==> config.mk <==
export PLATFORM = sky130hd
export DESIGN_NAME = alu_bist_ctrl
export DESIGN_NICKNAME = d
export VERILOG_FILES = /design/src/rtl/alu_bist_pkg.sv /design/src/rtl/alu_bist_misr.sv /design/src/rtl/alu_bist.sv
export SDC_FILE = /design/constraint.sdc
export NUM_CORES = 1
export LEC_CHECK = 0
export ABC_AREA = 1
export CAP_MARGIN = 0
export CORE_UTILIZATION = 45
export DETAILED_ROUTE_END_ITERATION = 8
export GPL_TIMING_DRIVEN = 0
export MAX_ROUTING_LAYER = met4
export PLACE_DENSITY = 0.76
export SYNTH_ARGS = -nofsm -noshare
export SYNTH_HDL_FRONTEND = slang
export SYNTH_SLANG_ARGS = --single-unit
==> constraint.sdc <==
create_clock -name clk -period 1.75 [get_ports clk]
set_input_delay 0.175 -clock clk [delete_from_list [all_inputs] [get_ports clk]]
set_output_delay 0.175 -clock clk [all_outputs]
set_load 0.02 [all_outputs]
==> src/rtl/alu_bist_pkg.sv <==
// rtl/alu_bist_pkg.sv - shared types and constants for the ALU self-test controller
package alu_bist_pkg;

  // Controller states
  typedef enum logic [2:0] {
    ST_IDLE    = 3'd0,
    ST_LOAD    = 3'd1,
    ST_DRIVE   = 3'd2,
    ST_CAPTURE = 3'd3,
    ST_DONE    = 3'd4
  } bist_state_t;

  // Galois LFSR taps used to generate operand pairs
  localparam logic [31:0] LFSR_TAPS = 32'h8020_0003;

  // MISR feedback polynomial and the value loaded at the start of a run
  localparam logic [31:0] MISR_POLY = 32'h04C1_1DB7;
  localparam logic [31:0] MISR_INIT = 32'hFFFF_FFFF;

  // Fixed corner-case operands applied in round 1
  localparam logic [31:0] ROUND1_A = 32'h8000_0000;
  localparam logic [31:0] ROUND1_B = 32'h0000_0001;

  // Processor ALU operation codes; ALU_A (pass-through) marks the end of the swept set
  localparam logic [3:0] ALU_ADD  = 4'd0;
  localparam logic [3:0] ALU_SUB  = 4'd1;
  localparam logic [3:0] ALU_AND  = 4'd2;
  localparam logic [3:0] ALU_OR   = 4'd3;
  localparam logic [3:0] ALU_XOR  = 4'd4;
  localparam logic [3:0] ALU_SLL  = 4'd5;
  localparam logic [3:0] ALU_SRL  = 4'd6;
  localparam logic [3:0] ALU_SRA  = 4'd7;
  localparam logic [3:0] ALU_SLT  = 4'd8;
  localparam logic [3:0] ALU_SLTU = 4'd9;
  localparam logic [3:0] ALU_A    = 4'd10;

  // One Galois LFSR shift
  function automatic logic [31:0] lfsr_step(input logic [31:0] l);
    return (l >> 1) ^ (l[0] ? LFSR_TAPS : 32'h0);
  endfunction

endpackage

==> src/rtl/alu_bist_misr.sv <==
// rtl/alu_bist_misr.sv - 32-bit multiple-input signature register
module alu_bist_misr
  import alu_bist_pkg::*;
(
  input  logic        clk,
  input  logic        rst_n,
  input  logic        init_i,
  input  logic        en_i,
  input  logic [31:0] data_i,
  output logic [31:0] sig_o,
  output logic [31:0] sig_next_o
);

  logic [31:0] sig_q;

  // Next value is exposed so the controller can judge pass on the final capture
  assign sig_next_o = ((sig_q << 1) ^ (sig_q[31] ? MISR_POLY : 32'h0)) ^ data_i;
  assign sig_o      = sig_q;

  // Signature register: init wins over a compaction step
  always_ff @(posedge clk or negedge rst_n) begin
    if (!rst_n) begin
      sig_q <= 32'h0;
    end else if (init_i) begin
      sig_q <= MISR_INIT;
    end else if (en_i) begin
      sig_q <= sig_next_o;
    end
  end

endmodule

==> src/rtl/alu_bist.sv <==
// rtl/alu_bist.sv - ALU self-test controller: operand sweep, MISR compaction, golden compare
module alu_bist_ctrl
  import alu_bist_pkg::*;
#(
  parameter int unsigned N_ROUNDS     = 16,
  parameter int unsigned N_OPS        = 32'(ALU_A),
  parameter int unsigned SETTLE       = 1,
  parameter logic [31:0] LFSR_SEED    = 32'hACE1_1234,
  parameter logic [31:0] SIG_EXPECTED = 32'h0000_0000
) (
  input  logic        clk,
  input  logic        rstn,
  input  logic        start,
  input  logic        abort,
  output logic        bist_en,
  output logic [3:0]  alu_sel,
  output logic [31:0] bus_a,
  output logic [31:0] bus_b,
  input  logic [31:0] alu_out,
  input  logic        alu_zero,
  input  logic        alu_neg,
  output logic        busy,
  output logic        done,
  output logic        pass,
  output logic [31:0] signature
);

  localparam int unsigned RW = (N_ROUNDS > 1) ? $clog2(N_ROUNDS) : 1;
  localparam int unsigned SW = (SETTLE > 1) ? $clog2(SETTLE) : 1;
  localparam logic [RW-1:0] LAST_ROUND  = RW'(N_ROUNDS - 1);
  localparam logic [3:0]    LAST_OP     = 4'(N_OPS - 1);
  localparam logic [SW-1:0] LAST_SETTLE = SW'(SETTLE - 1);
  // A zero seed would lock the LFSR at zero
  localparam logic [31:0]   SEED        = (LFSR_SEED == 32'h0) ? 32'h1 : LFSR_SEED;

  bist_state_t   state_q, state_d;
  logic [RW-1:0] round_q, round_d;
  logic [SW-1:0] settle_q, settle_d;
  logic [3:0]    sel_q, sel_d;
  logic [31:0]   a_q, a_d;
  logic [31:0]   b_q, b_d;
  logic [31:0]   lfsr_q, lfsr_d;
  logic          bist_en_q, bist_en_d;
  logic          busy_q, busy_d;
  logic          done_q, done_d;
  logic          pass_q, pass_d;

  logic          misr_init;
  logic          misr_en;
  logic [31:0]   misr_data;
  logic [31:0]   misr_sig;
  logic [31:0]   misr_next;
  logic [31:0]   lfsr_s1;
  logic [31:0]   lfsr_s2;
  logic          run_state;
  logic          start_ok;
  logic          last_op;
  logic          last_round;
  logic          last_settle;

  assign run_state   = (state_q == ST_LOAD) || (state_q == ST_DRIVE) || (state_q == ST_CAPTURE);
  // Abort suppresses a simultaneous start
  assign start_ok    = start && !abort;
  assign last_op     = (sel_q == LAST_OP);
  assign last_round  = (round_q == LAST_ROUND);
  assign last_settle = (settle_q == LAST_SETTLE);

  // Two LFSR steps per generated round: first feeds A, second feeds B
  assign lfsr_s1 = lfsr_step(lfsr_q);
  assign lfsr_s2 = lfsr_step(lfsr_s1);

  // Flags are folded into the low bits of the compacted word
  assign misr_data = alu_out ^ {30'b0, alu_neg, alu_zero};

  alu_bist_misr u_misr (
    .clk        (clk),
    .rst_n      (rstn),
    .init_i     (misr_init),
    .en_i       (misr_en),
    .data_i     (misr_data),
    .sig_o      (misr_sig),
    .sig_next_o (misr_next)
  );

  // State register
  always_ff @(posedge clk or negedge rstn) begin
    if (!rstn) begin
      state_q <= ST_IDLE;
    end else begin
      state_q <= state_d;
    end
  end

  // Next-state logic
  always_comb begin
    state_d = state_q;
    unique case (state_q)
      ST_IDLE, ST_DONE: if (start_ok) state_d = ST_LOAD;
      ST_LOAD:          state_d = ST_DRIVE;
      ST_DRIVE:         if (last_settle) state_d = ST_CAPTURE;
      ST_CAPTURE: begin
        if (!last_op)         state_d = ST_DRIVE;
        else if (!last_round) state_d = ST_LOAD;
        else                  state_d = ST_DONE;
      end
      default:          state_d = ST_IDLE;
    endcase
    if (abort && run_state) state_d = ST_IDLE;
  end

  // Output and datapath next values
  always_comb begin
    round_d   = round_q;
    settle_d  = settle_q;
    sel_d     = sel_q;
    a_d       = a_q;
    b_d       = b_q;
    lfsr_d    = lfsr_q;
    bist_en_d = bist_en_q;
    busy_d    = busy_q;
    done_d    = done_q;
    pass_d    = pass_q;
    misr_init = 1'b0;
    misr_en   = 1'b0;
    unique case (state_q)
      ST_IDLE, ST_DONE: begin
        if (start_ok) begin
          round_d   = '0;
          settle_d  = '0;
          lfsr_d    = SEED;
          bist_en_d = 1'b1;
          busy_d    = 1'b1;
          done_d    = 1'b0;
          pass_d    = 1'b0;
          misr_init = 1'b1;
        end
      end
      ST_LOAD: begin
        sel_d    = 4'd0;
        settle_d = '0;
        if (round_q == RW'(0)) begin
          a_d = 32'h0;
          b_d = 32'h0;
        end else if (round_q == RW'(1)) begin
          a_d = ROUND1_A;
          b_d = ROUND1_B;
        end else begin
          a_d    = lfsr_s1;
          // Odd generated rounds exercise small shift amounts
          b_d    = round_q[0] ? {27'b0, lfsr_s2[4:0]} : lfsr_s2;
          lfsr_d = lfsr_s2;
        end
      end
      ST_DRIVE: begin
        if (!last_settle) settle_d = settle_q + SW'(1);
      end
      ST_CAPTURE: begin
        misr_en  = 1'b1;
        settle_d = '0;
        if (!last_op) begin
          sel_d = sel_q + 4'd1;
        end else if (!last_round) begin
          round_d = round_q + RW'(1);
        end else begin
          bist_en_d = 1'b0;
          busy_d    = 1'b0;
          done_d    = 1'b1;
          pass_d    = (misr_next == SIG_EXPECTED);
        end
      end
      default: begin
        bist_en_d = 1'b0;
        busy_d    = 1'b0;
      end
    endcase
    // Abort releases the ALU and drops any result; the signature is left as is
    if (abort && run_state) begin
      bist_en_d = 1'b0;
      busy_d    = 1'b0;
      done_d    = 1'b0;
      pass_d    = 1'b0;
      misr_en   = 1'b0;
    end
  end

  // Registered outputs and counters
  always_ff @(posedge clk or negedge rstn) begin
    if (!rstn) begin
      round_q   <= '0;
      settle_q  <= '0;
      sel_q     <= 4'd0;
      a_q       <= 32'h0;
      b_q       <= 32'h0;
      lfsr_q    <= SEED;
      bist_en_q <= 1'b0;
      busy_q    <= 1'b0;
      done_q    <= 1'b0;
      pass_q    <= 1'b0;
    end else begin
      round_q   <= round_d;
      settle_q  <= settle_d;
      sel_q     <= sel_d;
      a_q       <= a_d;
      b_q       <= b_d;
      lfsr_q    <= lfsr_d;
      bist_en_q <= bist_en_d;
      busy_q    <= busy_d;
      done_q    <= done_d;
      pass_q    <= pass_d;
    end
  end

  assign bist_en   = bist_en_q;
  assign alu_sel   = sel_q;
  assign bus_a     = a_q;
  assign bus_b     = b_q;
  assign busy      = busy_q;
  assign done      = done_q;
  assign pass      = pass_q;
  assign signature = misr_sig;

endmodule

# ---- Yosys cells after proc, flatten, opt, wreduce, memory -nomap -nowiden
# Cells that the tools add are included.
dict set report word_totals {
  word_cells 107
  rom_bits 0
  ff_bits 143
  latch_bits 0
  ram_bits 0
  memories 0
  output_inout_bits 104
}
dict set report op_classes {
  n_shift 0
  mul 0
  order_cmp 0
  bitwise 5
  div_mod_pow 0
  muxes 46
  reduce_logical 24
  add_sub_neg 3
  eq_ne 18
}
# operator count
set op_table {}
lappend op_table {{two-way mux 32 bit} 12}
lappend op_table {{one-hot mux 32 bit (2 select lines)} 1}
lappend op_table {{XOR 31 x 32 -> 32 bit} 2}
lappend op_table {{XOR 32 bit} 2}
lappend op_table {{logical NOT 32 bit} 1}
lappend op_table {{XOR 32 x 2 -> 32 bit} 1}
lappend op_table {{two-way mux 27 bit} 1}
lappend op_table {{two-way mux 1 bit} 16}
lappend op_table {{two-way mux 4 bit} 4}
lappend op_table {{one-hot mux 4 bit (2 select lines)} 2}
lappend op_table {{AND reduction 4 bit} 4}
lappend op_table {{two-way mux 3 bit} 5}
lappend op_table {{inequality test 2 bit (second input constant)} 6}
lappend op_table {{one-hot mux 3 bit (4 select lines)} 1}
lappend op_table {{inequality test 3 x 2 -> 1 bit (second input constant)} 3}
lappend op_table {{adder 4 x 1 -> 4 bit (second input constant)} 2}
lappend op_table {{== test 4 bit (second input constant)} 2}
lappend op_table {{nonzero test 2 bit} 4}
lappend op_table {{== test 3 x 2 -> 1 bit (second input constant)} 2}
lappend op_table {{one-hot mux 1 bit (3 select lines)} 2}
lappend op_table {{AND reduction 2 bit} 3}
lappend op_table {{nonzero test 3 bit} 2}
lappend op_table {{OR reduction 2 bit} 3}
lappend op_table {{== test 4 x 1 -> 1 bit (second input constant)} 1}
lappend op_table {{11 further kinds} 14}

# ---- Depth between registers and ports, before layout
dict set report depth {
  depth_word 8
  mapped_depth 11
  depth_no_buf 11
}

# ---- Hierarchy
# Synthesis repeated with hierarchy kept, for this count alone.
dict set report hier_totals {
  cells_unflattened 769
  hier_area_um2 6615.1
}
# mod area_each_um2 seq_area_each_um2 instances cells_per_inst
set by_module_without_submodules {}
lappend by_module_without_submodules {alu_bist_ctrl 4571.9 2693.8 1 504}
lappend by_module_without_submodules {alu_bist_misr 2043.2 800.8 1 265}

# ---- Worst setup path after synthesis
# Ideal clock, no wire load.
dict set report synth_path {
  path_type {flip-flop to flip-flop}
  start {register round_q[0]}
  end {register lfsr_q[0]}
  setup_slack_ns 0.107
  setup_time_ns 0.126
  required_ns 1.624
  path_stages_with_launch 12
  synth_period_minus_slack_ns 1.643
  arrival_time_ns 1.517
  path_buffers 1
  path_cell_list {dfrtp_1 > inv_1 > ha_1 > nand3_1 > nand2_1 > inv_1 > nand2_2 > nand2_4 > inv_2 > buf_6 > nand2_1 > o31ai_1}
}
dict set report synth_via {
  elab_chain_len 3
  elab_cells_between_ends 5
}
# item line
set synth_rtl {}
lappend synth_rtl {{from (decl)} alu_bist.sv:37} ;# logic [RW-1:0] round_q, round_d;
lappend synth_rtl {{from (signal assigned)} alu_bist.sv:200} ;# round_q <= round_d;
lappend synth_rtl {{== test 4 x 1 -> 1 bit or logical NOT 4 bit (tied branches)} {alu_bist.sv:144, alu_bist.sv:141}}
lappend synth_rtl {{inequality test 2 bit (no line)} --}
lappend synth_rtl {{AND reduction 4 bit (no line) *} --}
lappend synth_rtl {{to (signal assigned)} alu_bist.sv:205} ;# lfsr_q <= lfsr_d;
lappend synth_rtl {{to (decl)} alu_bist.sv:42} ;# logic [31:0] lfsr_q, lfsr_d;
# Mark *: on every way between the ends. The rest lies on a longest branch, timed or not.
# A chain may end at the register's enable or synchronous reset.

==> flow_summary_export.csv <==
group,metric,value,unit
critical_path,r2r-start,"round_q[0]",
critical_path,slowest_stage,"clkdlybuf4s50_1",
cells_and_area,design_area,0.008705,sq mm
synthesis,syn_area_per_cell,8.520,sq um
synthesis,synth_nets,773,
synthesis,synth_seq_cells,139,
cells_and_area,final_util,0.6521,
synthesis,yosysSeqAreaShare,0.5619,
drt,drtIter0Drc,439,
status,status,"finished, final reports clean",
timing,setup_slack,0.07528,ns
clock_tree,cts_buffer_depth,2,
hold_path,hp-class,"in -> async",
cells_and_area,final_cell_mix,"nand2_1, clkdlybuf4s50_1, dfrtp_1",
synthesis,synth_cell_types,34,
cells_and_area,layout_commonest_cell,"nand2_1",
timing,rsz0062_at_grt,"yes",
clock_tree,clock_latency,0.42,ns
clock_tree,cts_tree,"done",
clock_tree,cts_made_buffers,17,
placed_design,postPlaceCellArea,0.007880,sq mm
drt,postRouteAntennaNets,0,
drt,viasPerCell,5.033,
cells_and_area,nets,948,
critical_path,crit_type,"reg -> out",
run,max_cap_viol_count,0,
critical_path,crit_chain,"buf_4, clkdlybuf4s50_1",
timing,finalClockSkew,0.005293,ns
critical_path,crit_path_max_fanout,3,
timing,hold_ws,0.2364,ns
critical_path,critPathCapture,"bus_b[3]",
die,initial_core_util,0.4660,
critical_path,crit_arrival,1.50,ns
global_routing,grt-ovfl-total,0,
placed_design,dp_hpwl,11.25,mm
drt,vias,5506,
synthesis,yosysWarnings,0,
critical_path,path_delay_family,"buffers and inverters",
die,row_count,42,
synthesis,synth_area_leader_cell,"dfrtp_1",
cells_and_area,n_fill_cell,1092,
die,core_area,0.01335,sq mm
global_routing,antenna_found_initial,0,
global_routing,grt_max_degree,101,
power,leakagePower,4.431,nW
clock_tree,path_clk_slew,0.06,ns
critical_path,setup.worst_path.start,"bus_a[4]",
power,ir_worst_vdd,0.0007451,V
synthesis,syn_area,0.006220,sq mm
placed_design,pre_cts_ws,-0.3622,ns
clock_tree,cts-htree-levels,4,
clock_tree,cts_root_buf,"clkbuf_16",
die,die_height,119.6,um
timing,tightest_slew,0.6184,ns
die,ios,142,
cells_and_area,layout-drive-gt1-share,0.1187,
die,fp.dieArea,0.01430,sq mm
drt,totalWireLength,16.36,mm
global_routing,track_usage,0.2486,
placed_design,place_congestion,0.8605,
drt,wl_per_cell,14.95,um
critical_path,worstPathRequired,1.57,ns
critical_path,critPathBufInv,2,
critical_path,reg2reg_depth,9,
placed_design,port_buffers,141,
timing,fmax,597.1,MHz
timing,relSlewSlack,0.5877,
synthesis,synth_area_leaders,"dfrtp_1, nand2_1, dfstp_2",
timing,post-route-period-util,0.9570,
critical_path,worstSetupEndpointType,"output port",
critical_path,cpPeakStageDelay,0.59,ns
cells_and_area,syn2layout_area_growth,39.95,%
timing,report.final.setup_viol,0,
critical_path,critical_path_cell_count,2,
synthesis,netlist_instances,730,
timing,period_minus_slack,1.675,ns
critical_path,reg2reg_setup_slack,0.10,ns
die,dieWidth,119.6,um
critical_path,start_kind,"register",
global_routing,grt_pass1_wl,26.65,mm
timing,setup_tns,0,ns
cells_and_area,diodes,0,
power,cellPowerDensity,1642,mW/mm^2
drt,firstDrtPassIters,5,
global_routing,grt_pass1_vias,5362,
synthesis,synth_top_area_share,0.5069,
critical_path,worstReg2RegEnd,"round_q[3]",
timing,slew_violations,0,
drt,route.detailed.drc,0,
timing,finalHoldViolations,0,
clock_tree,clock-sinks,139,
==> synth_stat cells <==
library cell / n
nor3_1: 8
clkbuf_2: 1
nand3_1: 36
nand2_1: 262
nor2_8: 1
o21ai_1: 17
a21oi_1: 13
xor2_1: 8
and3_1: 1
dfstp_2: 13
dfrtp_1: 126
nor2_4: 2
o22ai_1: 6
nor3_4: 1
a31oi_1: 5
a22o_1: 2
nand3_2: 1
buf_4: 6
nor2_1: 30
inv_4: 1
xnor2_1: 7
inv_1: 84
inv_2: 6
o211ai_1: 3
a22oi_1: 22
buf_2: 7
o21ai_0: 38
nand2_4: 1
nand2_2: 2
ha_1: 5
clkbuf_1: 12
buf_6: 1
o31ai_1: 1
a32oi_1: 1
==> sequential cells by signal (all words and copies together), names as in the netlist <==
signal	cells
lfsr_q	32
busy	1
state_q	3
bus_a	32
pass	1
done	1
u_misr.sig_o	32
bus_b	29
round_q	4
alu_sel	4
==> logic make-up (layout without fill, tap and decap cells) <==
family          count (synthesis)  count (layout)  synth area share
fa+ha+maj                       5               5           0.01006
compound gates                108             108            0.1014
simple gates                  345             345            0.2275
xor+xnor                       15              15           0.02112
buf+inv                       118             306           0.07805
flops                         139             139            0.5619
==> layout make-up <==
| class | count | area, sq um | share of cell area |
|---|---|---|---|
| inverters | 91 | 349.1 | 0.04010 |
| plain buffers | 27 | 163.9 | 0.01883 |
| clock buffers | 22 | 474.2 | 0.05448 |
| repair buffers | 156 | 1553 | 0.1784 |
| flip-flops and latches | 139 | 3496 | 0.4016 |
| multi-input cells | 473 | 2285 | 0.2625 |
| clock inverters | 10 | 163.9 | 0.01883 |
| well taps | 176 | 220.2 | 0.02530 |
==> how the worst min path moves through the flow <==
stage / end
CTS: u_misr.sig_o[13]
global placement: lfsr_q[25]
global route: u_misr.sig_o[13]
finish: u_misr.sig_o[13]
floorplan: alu_sel[0]
detailed placement: u_misr.sig_o[13]
==> metal layers <==
layer | GRT usage | vias up | share of wire
li1 | - | 2668 | -
met1 | 0.3367 | 2657 | 0.47
met2 | 0.3797 | 160 | 0.47
met3 | 0.04087 | 21 | 0.044
met4 | 0.08828 | 0 | 0.017
met5 | - | - | 0
==> what timing repair did <==
item | 4_1_cts | 5_1_grt
endpoints found under the setup margin | 103 | 98
gates resized for setup | 10 | 26
hold buffers | 1 | 0
pin swaps | 2 | 3
gates cloned | 0 | 0
setup buffers | 8 | 5
hold endpoints to repair | 39 | 0
==> per-stage QoR <==
step	instances	power [mW]
floorplan	730	7.894
global placement	1047	10.03
detailed placement	1048	10.14
CTS	1089	14.21
global route	1094	15.10
finish	1094	14.29
==> worst register-to-register path, stage by stage, from the launching register on <==
cell     delay [ns]
dfrtp_2        0.44
buf_4          0.15
ha_1           0.22
nand3_1        0.12
nand2_1        0.09
nand2_1        0.07
nand3_1        0.12
o21ai_0        0.18
inv_1          0.06
nor3_1         0.12
==> report_power, final <==
part	switching [mW]	total [mW]	internal [mW]	leakage, nW
logic	3.28	5.59	2.31	2.38
registers	0.638	4.82	4.18	1.74
clock network	1.38	3.88	2.50	0.311
total	5.30	14.3	8.99	4.43
(Power assumes the default switching activity.)
